`config.mk`:
```
export PLATFORM = sky130hd
export DESIGN_NAME = demux_2b
export DESIGN_NICKNAME = d
export VERILOG_FILES = /design/src/rtl/demux_2b.sv
export SDC_FILE = /design/constraint.sdc
export NUM_CORES = 1
export LEC_CHECK = 0
export ABC_AREA = 1
export ABC_CLOCK_PERIOD_IN_PS = 3400
export CAP_MARGIN = 20
export CORE_MARGIN = 1.5
export CORE_UTILIZATION = 31
export DETAILED_ROUTE_END_ITERATION = 8
export PLACE_DENSITY = 0.55
export SLEW_MARGIN = 20
export SYNTH_ARGS = -nofsm -noshare
export SYNTH_HDL_FRONTEND = slang
export SYNTH_SLANG_ARGS = --single-unit
```
`constraint.sdc`:
```
create_clock -name clok -period 3.4 [get_ports clok]
set_input_delay 0.68 -clock clok [delete_from_list [all_inputs] [get_ports clok]]
set_output_delay 0.68 -clock clok [all_outputs]
set_load 0.02 [all_outputs]
```
`src/rtl/demux_2b.sv`:
```
// Two-lane demux with a 2-entry FIFO per lane; lane chosen by selector.
// Define DEMUX_ALTERNATE_EN to alternate lanes per accepted word instead.
module demux_2b (
  input  logic       clok,
  input  logic       reset,
  input  logic       valid_in,
  input  logic [1:0] data_in,
  input  logic       selector,
  output logic       ready_in,
  output logic       valid_out0,
  output logic [1:0] data_out0,
  input  logic       ready_out0,
  output logic       valid_out1,
  output logic [1:0] data_out1,
  input  logic       ready_out1
);

  logic [1:0] mem [2][2];
  logic [1:0] cnt [2];
  logic       wp  [2];
  logic       rp  [2];
  logic       lane;
  logic       push;
  logic [1:0] hit;
  logic [1:0] pop;

`ifdef DEMUX_ALTERNATE_EN
  logic next_lane;
  logic unused_sel;

  assign unused_sel = selector;
  assign lane       = next_lane;

  always_ff @(posedge clok) begin
    if (reset)
      next_lane <= 1'b0;
    else if (push)
      next_lane <= ~next_lane;
  end
`else
  assign lane = selector;
`endif

  // Readiness looks only at registered occupancy, never at a same-cycle pop.
  assign ready_in = (cnt[lane] != 2'd2);
  assign push     = valid_in & ready_in;
  assign hit[0]   = push & ~lane;
  assign hit[1]   = push & lane;

  assign valid_out0 = (cnt[0] != 2'd0);
  assign valid_out1 = (cnt[1] != 2'd0);
  assign pop[0]     = valid_out0 & ready_out0;
  assign pop[1]     = valid_out1 & ready_out1;
  assign data_out0  = mem[0][rp[0]];
  assign data_out1  = mem[1][rp[1]];

  always_ff @(posedge clok) begin
    if (reset) begin
      for (int n = 0; n < 2; n++) begin
        cnt[n]    <= 2'd0;
        wp[n]     <= 1'b0;
        rp[n]     <= 1'b0;
        mem[n][0] <= 2'b00;
        mem[n][1] <= 2'b00;
      end
    end else begin
      for (int n = 0; n < 2; n++) begin
        if (hit[n]) begin
          mem[n][wp[n]] <= data_in;
          wp[n]         <= ~wp[n];
        end
        if (pop[n])
          rp[n] <= ~rp[n];
        if (hit[n] && !pop[n])
          cnt[n] <= cnt[n] + 2'd1;
        else if (!hit[n] && pop[n])
          cnt[n] <= cnt[n] - 2'd1;
      end
    end
  end

endmodule

```
* Word level (Yosys, flattened, before mapping)
Memories as Yosys holds them, arrays and structs flattened. Cells that the tools add are included.
Operators by class: $add $sub $neg 4, order comparisons 6, eq/ne operators 1, multiplexer cells 56, bitwise logic cells 30, reductions and logical operators 12
Operators by type and width (number):
- $mux 1 | 40
- $mux 2 | 12
- $or 1x1->1 | 16
- $ge 2x2->1 const B | 4
- $mux 4 | 2
- $not 1->2 | 4
- $logic_and 1x1->1 | 6
- $and 1x1->1 | 5
- $not 1->1 | 5
- $add 2x1->2 const B | 2
- $demux 2 s1 | 2
- $logic_not 1->1 | 4
- $lt 2x1->1 const B | 2
- $reduce_bool 2->1 | 2
- $sub 2x1->2 const B | 2
- $ne 2x2->1 const B | 1
Word-level totals: bits in registers 0, bits in writable memories 16, output and inout port bits 7, word-level logic and storage cells 113, memories kept 4
Memory list:
- mem | depth 2, bits a word 4, rd ports 2, clocked after memory_dff 0, write ports 2, line 18 | logic [1:0] mem [2][2];
- cnt | depth 2, bits a word 2, rd ports 3, clocked after memory_dff 0, write ports 2, line 19 | logic [1:0] cnt [2];
- rp | depth 2, bits a word 1, rd ports 2, clocked after memory_dff 0, write ports 2, line 21 | logic rp [2];
- wp | depth 2, bits a word 1, rd ports 2, clocked after memory_dff 0, write ports 2, line 20 | logic wp [2];

* Logic depth before layout (Yosys ltp)
An unclocked memory read counts as a cell.
word-level depth 11, mapped depth 9, depth with buffers taken out 9

* Worst setup path after synthesis
No wires, ideal clock.
path kind in2out, start input selector, end output ready_in, arrival 980 ps, path slack 1740 ps, stages 3, path through nand3_2 o21ai_0 inv_1
On the way: word-level cells in the longest chain between the ends 2
RTL lines:
- start, declared | line 8 | input logic selector,
- $mem_v2 2x2
- $ne 2x2->1 | line 45 | assign ready_in = (cnt[lane] != 2'd2);
- end, declared | line 9 | output logic ready_in,
No other way between the ends.

* Final worst setup path
Same ends and word-level chain as after synthesis.

==> qor.txt <==
Clock power share = 19.9%
Via count of the first global-routing pass = 664
Largest net degree at the start of global routing = 10
Fmax = 0.369 GHz
P_leak = 0.000487 uW
DR vias = 640
Clk slew on worst S/H paths = 0.09 ns
Power share of the combinational group = 27.5%
GR Layer Usage met1 = 12.1%
Site row count = 19
Post-synth net total = 101
First-pass GRT wire length = 2620 um
Synth cell types = 18
Critical Path Source Type = input pin
Slew HR = 78.6%
CP Cell Sequence = clkdlybuf4s50_1 -> nand3_2 -> o21ai_0 -> inv_1 -> clkdlybuf4s50_1
Post-Syn Area = 875 um2
Die X = 56.1 um
Top Ports = 15
GR Util All Layers = 10.5%
Initial core utilization = 32.3%
Cts bufs inserted = 3
Number of remaining DRC errors = 0
GR peak layer = met2
CTS root buf = clkbuf_4
Max-slew violations = 0
Total gr overflow = 0
Tmin final = 2.71 ns
Area grow syn2layout = 23.0%
Worst path required time = 2.72 ns
Max-cap violations = 0
Outcome = finished clean
Post-CTS sizing = 0
Initial antenna violation count = 0
Clock sink count = 16
GR Layer Usage met3 = 2.33%
Max Root-Sink Buffers = 2
Final nets = 120
Switching fraction of total power = 29.1%
ANT nets after route = 0
Register bit total from synthesis = 16
Clock Latency Late Sink = 0.27 ns
GR Util met2 = 19.3%
Pre-antenna DRT Iters = 4
Final period utilization = 79.7%
Internal = 343 uW
Net Switching = 141 uW
Final setup vio count = 0
Slowest CP cell = clkdlybuf4s50_1
Max VDD drop = 0.000239 V
Setup Skew = 0.00126 ns
Cts hold-fix bufs = 0
WS Path Type = input pin to output pin
Crit Path Max Fanout = 4
PD cells = 449 mW/mm2
Post-detailed-placement half-perimeter wirelength = 1190 um
Crit path DAT = 2.03 ns
Die height = 56.1 um
Layout cells sized above 1 = 13.8%
Hold Path Class = flip-flop to flip-flop
Core outline area = 0.00271 mm2
RSZ-0062 raised after global routing = no
Htree depth = 1
Via-to-Cell Ratio = 4.57
Post-Route WL = 1440 um
DR WL/cell = 10.3 um
Cell mode on critical path = clkdlybuf4s50_1
Yosys warns = 0
Sequential share of power = 52.6%
Post-CTS Setup Inserts = 0
Die area = 0.00315 mm2
Port Buffers = 14
Avg Cell Area, Syn = 9.51 um2
Largest stage delay, worst path = 0.55 ns
Seq/Total Area, Yosys = 54.9%
Fin worst setup slack = 0.689 ns
GP Congestion = 0.673
Inserted Diodes = 0
Setup TNS = 0 ns
Post-Place Setup Slack = 0.678 ns
Starting DRT DRC Count = 1
TritonCTS clock tree = built
Mapped Cells = 92
Hold Violations, Final = 0
Worst setup EP type = output pin
Slew @ Worst Pin = 0.320 ns
[synth_stat cells, drive strengths merged]
cell	number	area share (%)
a21oi	2	1.6
edfxtp	16	55
ha	1	1.4
inv	17	7.3
mux2	4	5.1
nand2	22	11
nand3	5	4.6
nand4	1	1.4
nor2	20	9.4
o21ai	1	0.57
or2	1	1.0
xor2	2	2.0
[metrics by stage]
step | instance area [um2] | util [%] | cells | power (uW) | hold WS [ns]
4_1_cts | 1080 | 39.7 | 140 | 490 | 0.578
2_1_floorplan | 875 | - | 92 | 342 | 0.531
5_1_grt | 1080 | 39.7 | 140 | 515 | 0.609
3_5_place_dp | 1050 | 38.9 | 137 | 394 | 0.565
6_report | 1080 | 39.7 | 140 | 483 | 0.576
3_3_place_gp | 1050 | 38.9 | 137 | 391 | 0.548
[worst paths after layout]
| path | endpoint | cells past startpoint | slack (ns) | startpoint |
|---|---|---|---|---|
| worst min register to register | cnt[1][0] | 1 | 0.58 | cnt[1][0] |
| worst max register to register | cnt[1][1] | 9 | 1.92 | cnt[1][0] |
| worst max-delay path | ready_in | 5 | 0.69 | selector |
| worst min-delay path | cnt[1][0] | 1 | 0.58 | cnt[1][0] |
[area by class of cell]
type / instances / area, um2
clock buffer: 3 / 22.5
fill: 306 / 1630
inverter: 17 / 63.8
multi-input combinational: 59 / 330
sequential: 16 / 480
tap: 31 / 38.8
timing repair buffer: 14 / 140
[logic make-up (layout without fill, tap and decap cells)]
logic type	Yosys count	in the layout	synth area share, %
AND/OR/NAND/NOR	49	49	27.0
flip-flops	16	16	54.9
multiplexers	4	4	5.15
buffers and inverters	17	34	7.30
AO/OA/AOI/OAI	3	3	2.15
adder cells (fa/ha/maj)	1	1	1.43
XOR/XNOR	2	2	2.00
[cells in the final DEF, fill, tap and decap left out, types with 2 or more instances in the layout]
master           count
nand2_1             20
nor2_1              17
inv_1               16
edfxtp_1            16
clkdlybuf4s50_1     14
mux2_1               4
nand3_2              3
nor2_2               3
clkbuf_4             3
nand3_1              2
xor2_1               2
[power by group through the flow]
| stage | clock, uW | combinational [uW] | sequential (uW) |
|---|---|---|---|
| floorplan | 0 | 86.6 | 255 |
| global route | 109 | 149 | 257 |
| finish | 96.2 | 133 | 254 |
| detailed placement | 0 | 135 | 259 |
| global placement | 0 | 132 | 259 |
| CTS | 99.6 | 136 | 255 |
[layer usage]
| layer | up-vias | routed length, um |
|---|---|---|
| li1 | 327 | - |
| met1 | 301 | 652 |
| met2 | 10 | 717 |
| met3 | 2 | 66 |
| met4 | 0 | 6 |
| met5 | - | 0 |
[state kept, by name (all words and copies together) (netlist names)]
register and flops:
mem 8, cnt 4, rp 2, wp 2
[critical path, delay by kind of cell]
family,cells,cell delay (ns)
and+or+nand+nor,1,0.13
AOI/OAI and AO/OA,1,0.09
buffers and inverters,3,1.13
(Power assumes the default switching activity.)
